[config.mk]
export PLATFORM = sky130hd
export DESIGN_NAME = dmem_loader
export DESIGN_NICKNAME = d
export VERILOG_FILES = /design/src/rtl/dmem_loader_pkg.sv /design/src/rtl/dmem_byte_sel.sv /design/src/rtl/dmem_loader.sv
export VERILOG_INCLUDE_DIRS = /design/src /design/src/rtl
export SDC_FILE = /design/constraint.sdc
export NUM_CORES = 1
export LEC_CHECK = 0
export CORE_MARGIN = 2
export CORE_UTILIZATION = 30
export DETAILED_ROUTE_END_ITERATION = 10
export PLACE_DENSITY = 0.8
export SETUP_SLACK_MARGIN = 0.05
export SYNTH_ARGS = -nofsm -noshare
export SYNTH_HDL_FRONTEND = slang
export SYNTH_HIERARCHICAL = 1
export SYNTH_SLANG_ARGS = --single-unit
[constraint.sdc]
create_clock -name CLK -period 2.8 [get_ports CLK]
set_clock_uncertainty 0.05 [all_clocks]
set_input_delay 0.56 -clock CLK [delete_from_list [all_inputs] [get_ports CLK]]
set_output_delay 0.56 -clock CLK [all_outputs]
set_load 0.01 [all_outputs]
[src/rtl/dmem_defs.vh]
// rtl/dmem_defs.vh - DMEM geometry and loader state encodings
`ifndef DMEM_DEFS_VH
`define DMEM_DEFS_VH

localparam int DMEM_ADDR_W = 3;
localparam int DMEM_DATA_W = 8;
localparam int DMEM_BYTES  = 8;

typedef enum logic [1:0] {
   START = 2'd0,
   IDLE  = 2'd1,
   LOAD  = 2'd2,
   READY = 2'd3
} state_t;

`endif

[src/rtl/dmem_loader_pkg.sv]
// rtl/dmem_loader_pkg.sv - shared types and constants for the DMEM image loader
package dmem_loader_pkg;

   `include "dmem_defs.vh"

   // Index of the final image byte; reaching it with MEM_RDY ends the load.
   localparam logic [DMEM_ADDR_W-1:0] LAST_IDX = DMEM_ADDR_W'(DMEM_BYTES - 1);

endpackage

[src/rtl/dmem_byte_sel.sv]
// rtl/dmem_byte_sel.sv - 8:1 mux picking the image byte for the current load index
module dmem_byte_sel
   import dmem_loader_pkg::*;
(
   input  logic [DMEM_DATA_W-1:0] d0,
   input  logic [DMEM_DATA_W-1:0] d1,
   input  logic [DMEM_DATA_W-1:0] d2,
   input  logic [DMEM_DATA_W-1:0] d3,
   input  logic [DMEM_DATA_W-1:0] d4,
   input  logic [DMEM_DATA_W-1:0] d5,
   input  logic [DMEM_DATA_W-1:0] d6,
   input  logic [DMEM_DATA_W-1:0] d7,
   input  logic [DMEM_ADDR_W-1:0] sel,
   output logic [DMEM_DATA_W-1:0] q
);

   // Purely combinational: image bytes are used live, never captured.
   always_comb begin
      q = d0;
      case (sel)
         3'd0: q = d0;
         3'd1: q = d1;
         3'd2: q = d2;
         3'd3: q = d3;
         3'd4: q = d4;
         3'd5: q = d5;
         3'd6: q = d6;
         3'd7: q = d7;
         default: q = d0;
      endcase
   end

endmodule

[src/rtl/dmem_loader.sv]
// rtl/dmem_loader.sv - copies an 8-byte image into DMEM and arbitrates the CPU write port
module dmem_loader
   import dmem_loader_pkg::*;
#(
   parameter int AUTO_LOAD = 1
) (
   input  logic                   CLK,
   input  logic                   RST_N,
   input  logic [DMEM_DATA_W-1:0] D0,
   input  logic [DMEM_DATA_W-1:0] D1,
   input  logic [DMEM_DATA_W-1:0] D2,
   input  logic [DMEM_DATA_W-1:0] D3,
   input  logic [DMEM_DATA_W-1:0] D4,
   input  logic [DMEM_DATA_W-1:0] D5,
   input  logic [DMEM_DATA_W-1:0] D6,
   input  logic [DMEM_DATA_W-1:0] D7,
   input  logic                   RELOAD,
   input  logic                   CPU_WE,
   input  logic [DMEM_ADDR_W-1:0] CPU_ADDR,
   input  logic [DMEM_DATA_W-1:0] CPU_WDATA,
   input  logic                   MEM_RDY,
   output logic                   MEM_WE,
   output logic [DMEM_ADDR_W-1:0] MEM_ADDR,
   output logic [DMEM_DATA_W-1:0] MEM_WDATA,
   output logic                   CPU_STALL,
   output logic                   BUSY,
   output logic                   DONE
);

   state_t                 state;
   state_t                 next_state;
   logic [DMEM_ADDR_W-1:0] idx;
   logic                   done_q;
   logic [DMEM_DATA_W-1:0] img_byte;
   logic                   load_entry;
   logic                   last_write;

   dmem_byte_sel u_byte_sel (
      .d0  (D0),
      .d1  (D1),
      .d2  (D2),
      .d3  (D3),
      .d4  (D4),
      .d5  (D5),
      .d6  (D6),
      .d7  (D7),
      .sel (idx),
      .q   (img_byte)
   );

   // LOAD is entered only from another state, so idx restarts exactly once per load.
   assign load_entry = (state != LOAD) && (next_state == LOAD);
   assign last_write = (state == LOAD) && MEM_RDY && (idx == LAST_IDX);

   // State, index and completion flag; reset is synchronous only.
   always_ff @(posedge CLK) begin
      if (!RST_N) begin
         state  <= START;
         idx    <= '0;
         done_q <= 1'b0;
      end else begin
         state <= next_state;
         if (load_entry) begin
            idx <= '0;
         end else if ((state == LOAD) && MEM_RDY) begin
            idx <= idx + 3'd1;
         end
         if (last_write) begin
            done_q <= 1'b1;
         end else if (load_entry) begin
            done_q <= 1'b0;
         end
      end
   end

   // Next-state and write-port arbitration; loader owns DMEM outside IDLE/READY.
   always_comb begin
      next_state = state;
      MEM_WE     = 1'b0;
      MEM_ADDR   = '0;
      MEM_WDATA  = '0;
      CPU_STALL  = 1'b1;
      BUSY       = 1'b0;
      case (state)
         START: begin
            next_state = (AUTO_LOAD != 0) ? LOAD : IDLE;
         end
         IDLE, READY: begin
            MEM_WE    = CPU_WE;
            MEM_ADDR  = CPU_ADDR;
            MEM_WDATA = CPU_WDATA;
            CPU_STALL = 1'b0;
            if (RELOAD) begin
               next_state = LOAD;
            end
         end
         LOAD: begin
            MEM_WE    = 1'b1;
            MEM_ADDR  = idx;
            MEM_WDATA = img_byte;
            BUSY      = 1'b1;
            if (MEM_RDY && (idx == LAST_IDX)) begin
               next_state = READY;
            end
         end
         default: begin
            next_state = START;
         end
      endcase
   end

   assign DONE = done_q;

endmodule

# Yosys cells after proc, flatten, opt, wreduce, memory -nomap -nowiden

Index checks and enable logic that the tools add are counted.
W data, S select, Z words.

Reductions and logical operators: 9
Multiplexer cells: 11
Add/subtract/negate cells: 1
Equal/unequal tests: 12
Bitwise logic cells: 1

Operators with widths:

| operator              | count |
|---|---|
| $pmux W8 S8           | 1 |
| $pmux W8 S2           | 1 |
| $eq A3 B3 Y1 const B  | 4 |
| $eq A2 B2 Y1 const B  | 3 |
| $eq A3 B2 Y1 const B  | 2 |
| $pmux W2 S3           | 1 |
| $pmux W3 S2           | 1 |
| $logic_and A1 B1 Y1   | 4 |
| $mux W1               | 4 |
| $mux W2               | 2 |
| $reduce_or A2 Y1      | 2 |
| $add A3 B1 Y3 const B | 1 |
| $eq A3 B1 Y1 const B  | 1 |
| $logic_not A3 Y1      | 1 |
| $eq A2 B1 Y1 const B  | 1 |
| $logic_not A2 Y1      | 1 |
| $ne A2 B2 Y1 const B  | 1 |
| $pmux W1 S2           | 1 |
| $reduce_bool A2 Y1    | 1 |
| $not A1 Y1            | 1 |

Output and inout bits: 15
Register bits after elaboration: 6

# Depth between registers and ports, before layout

Word-level depth: 8
Mapped depth: 6
Depth with buffers taken out: 4

# Hierarchy

Netlist, hierarchy kept.

By module, submodules not included:

| module        | area each (µm²) | instances | cells an instance | sequential area each (µm²) |
|---|---|---|---|---|
| dmem_byte_sel | 568.0           | 1         | 39                | 0.0 |
| dmem_loader   | 404.1           | 1         | 48                | 120.1 |

# Worst setup path before layout

No wires, ideal clock.

Path type: reg2out
Start: reg idx[0]
End: out MEM_WDATA[0]
Cell stages (with the launch flop): 5
Path slack: 560 ps
Data required time: 2190 ps
Arrival time: 1630 ps
Cell sequence: dfxtp_1 -> buf_6 -> mux4_1 -> mux2_2 -> a22o_1

Word-level cells in the longest chain between the ends: 3

Ends and longest elaborated chain:

| element                              | RTL line            | RTL |
|---|---|---|
| from (decl)                          | dmem_loader.sv:32   | `logic [DMEM_ADDR_W-1:0] idx;` |
| from (signal assigned)               | dmem_loader.sv:66   | `idx <= idx + 3'd1;` |
| $eq A3 B3 Y1 (tied with other cells) | dmem_byte_sel.sv:20 | `case (sel)` |
| $pmux W8 S8 *                        | dmem_byte_sel.sv:20 |  |
| via img_byte[0]                      | dmem_loader.sv:34   | `logic [DMEM_DATA_W-1:0] img_byte;` |
| $pmux W8 S2 *                        | dmem_loader.sv:84   | `case (state)` |
| to (decl)                            | dmem_loader.sv:24   | `output logic [DMEM_DATA_W-1:0] MEM_WDATA,` |

The timed path passes the listed nets; every way through them passes the cells marked *.

# Final worst setup path

Start: in D6[5]
End: out MEM_WDATA[5]

Word-level cells in the longest chain between the ends: 2

Ends and longest elaborated chain:

| element         | RTL line            | RTL |
|---|---|---|
| from (decl)     | dmem_loader.sv:15   | `input logic [DMEM_DATA_W-1:0] D6,` |
| $pmux W8 S8     | dmem_byte_sel.sv:20 |  |
| via img_byte[5] | dmem_loader.sv:34   |  |
| $pmux W8 S2     | dmem_loader.sv:84   |  |

The timed path passes the listed nets, and every way through them passes these cells.

==> impl_metrics.yaml <==
detailed_routing:
  vias: 1154
  final_ant_viol_nets: 0
  route.final.wire_length_um: 3560
  detail_route.drc_violations: 0
  avgViaCountPerCell: 5.08
  drt-pass1-iter-count: 4
  wire_per_inst_um: 15.7
  dr.first_iter.drc_count: 61
placed_design:
  post-place-ws_ns: -0.232
  hpwlAfterDp_um: 2850
  gpl.final_weighted_congestion: 0.709
  port-buffer-count: 94
  detailed_place.area_um2: 1970
synth:
  synth-seq-cells: 6
  synth.distinct_cells: 33
  synth_edf_count: 0
  syn-instance-count: 87
  ys_warn_count: 6
  netlist_area_um2: 972
  synth-main-ff-cell: "dfxtp_1"
  yosysSeqAreaShare_pct: 12.4
  synthesis.area_per_instance_um2: 11.2
  synth_fp_nets: 169
  async_flop_share_pct: 0
die:
  num_rows: 20
  die-height_um: 60.9
  die_width_um: 60.9
  floorplan.core_area_um2: 3080
  io_pins: 95
  design.die.area_um2: 3710
  start_util_pct: 31.6
setup_path:
  worst_r2r_path_depth: 5
  timing.critical_path.required_ns: 2.19
  worst_ep_arrival_time_ns: 2.13
  endpoint_kind: "output pin"
  critical_path_class: "primary input to output pin"
  crit_start_category: "primary input"
  critPathMaxFanout: 1
clock_network:
  post-cts-setup-buffers: 0
  numCtsBuffers: 3
  clkTransAtPathRegs_ns: 0.04
  cts_tree: "done"
  root_buffer: "clkbuf_4"
  clkSinkCount: 6
  clock_insertion_delay_worst_skew_ns: 0.25
  cts-root-to-sink-buffers: 2
  ctsHtreeMaxLevel: 1
timing:
  max_freq_mhz: 365
  timing.max_slew.rel_slack_pct: 75.7
  setup-tns-final_ns: 0
  timing.final.ws_setup_ns: 0.0619
  layout_min_cycle_time_ns: 2.74
  worst_pin_slew_ns: 0.364
  finalHoldViolations: 0
  period_share_pct: 97.8
  timing_max_transition_violations_final: 0
  finalSetupViolCount: 0
  rsz0062_at_grt: "yes"
finish:
  filler_cell_count: 286
  final_layout_size_suffix_gt1_share_pct: 18.6
  areaGrowthSynthToFinish_pct: 100
  layout.nets: 267
  antenna_cells: 0
  design_area_um2: 1940
grt:
  groute.layer.met3.usage_pct: 3.41
  grt.overflow.total: 0
  top_usage_layer: "met2"
  grt_first_pass_wirelength_um: 5460
  global_route.usage.met2_pct: 38.6
  grt_start_max_net_pins: 20
  antenna_found_initial: 0
  grt_pass1_vias: 1228
  grt_use_total_pct: 19.9
  global_route.usage.met1_pct: 21.4
pwr:
  worst_ir_drop_vdd_mv: 0.0908
  power_density_nw_per_um2: 187
  total_power_mw: 0.364
  static-leakage-power_nw: 0.718
hold_path:
  worst_hold_path.num_cells: 2
  hold_path.class: "flop to flop"
job:
  cap_viol_max_count: 0
run_status:
  run_status: "completed"
repair_timing:
item | in CTS | in global routing
gates cloned | 0 | 0
hold endpoints to repair | 0 | 0
gates resized for setup | 28 | 6
setup endpoints to repair | 8 | 5
hold buffers | 0 | 0
worst max-delay path, stage by stage:
cell,delay (ns)
clkdlybuf4s50_1,0.40
mux4_1,0.48
mux2_2,0.27
a22o_1,0.20
clkdlybuf4s15_2,0.22
where the power goes:
group / switching (mW) / internal (mW) / leakage, nW
Sequential: 0.00198 / 0.0872 / 0.0488
Combinational: 0.0482 / 0.145 / 0.656
Clock: 0.0329 / 0.0486 / 0.0138
state kept, by name, summed over array words and instances (netlist names):
name / cells
state: 2
idx: 3
DONE: 1
metal layers:
layer  wire length [um]  part of all wire (%)
met2               1900                    53
met4                 63                   1.8
met1               1320                    37
met3                275                   7.7
met5                  0                     0
area by class of cell:
| cell class | instances | area, um2 | share of cell area (%) |
|---|---|---|---|
| Timing Repair Buffer | 101 | 977 | 50.3 |
| Multi-Input combinational cell | 71 | 762 | 39.2 |
| Inverter | 2 | 7.51 | 0.386 |
| Clock buffer | 3 | 22.5 | 1.16 |
| Tap cell | 44 | 55.1 | 2.83 |
| Sequential cell | 6 | 120 | 6.18 |
cells by family after synthesis:
family	count (synthesis)	share of synthesized area [%]
simple gates	20	11.2
flops	6	12.4
compound gates	24	17.4
mux	24	48.3
xor+xnor	1	0.901
fa+ha+maj	2	2.57
buf+inv	10	7.33
final timing paths:
kind | end | slack [ns] | startpoint
setup / recovery | MEM_WDATA[5] | 0.06 | D6[5]
setup reg to reg | idx[2]$_SDFFE_PP0N_ | 1.43 | idx[1]$_SDFFE_PP0N_
hold / removal | DONE$_SDFFE_PN0P_ | 0.45 | DONE$_SDFFE_PN0P_
hold reg to reg | DONE$_SDFFE_PN0P_ | 0.45 | DONE$_SDFFE_PN0P_
through the flow:
step | utilization (%) | cells | hold WS, ns
floorplan | - | 87 | 0.413
global placement | 64.0 | 224 | 0.418
detailed placement | 64.0 | 224 | 0.438
CTS | 63.8 | 227 | 0.442
global route | 63.2 | 227 | 0.488
finish | 63.2 | 227 | 0.445
placed cells by master, fill, tap and decap left out, types with 2 or more instances in the layout:
master / count
mux4_1: 7
buf_4: 6
a22o_1: 8
mux2i_1: 3
a21oi_1: 2
mux2_2: 7
nand3_1: 2
clkdlybuf4s50_1: 86
nand2b_1: 2
a21boi_1: 2
clkbuf_4: 3
buf_2: 5
ha_1: 2
mux4_2: 7
nand2_1: 9
dfxtp_1: 6
o21ai_1: 6
synthesized netlist by cell type, drive strengths merged (2+ instances only):
| cell | number | share of area [%] |
|---|---|---|
| mux4 | 14 | 37 |
| nand2 | 9 | 3.5 |
| a22o | 8 | 7.2 |
| buf | 7 | 6.2 |
| mux2 | 7 | 8.1 |
| dfxtp | 6 | 12 |
| o21ai | 6 | 3.1 |
| mux2i | 3 | 3.1 |
| nand3 | 3 | 2.1 |
| a21boi | 2 | 1.5 |
| a21oi | 2 | 1.0 |
| ha | 2 | 2.6 |
| inv | 2 | 0.77 |
| nand2b | 2 | 1.3 |
No activity file was read; power rests on OpenSTA's default activity.
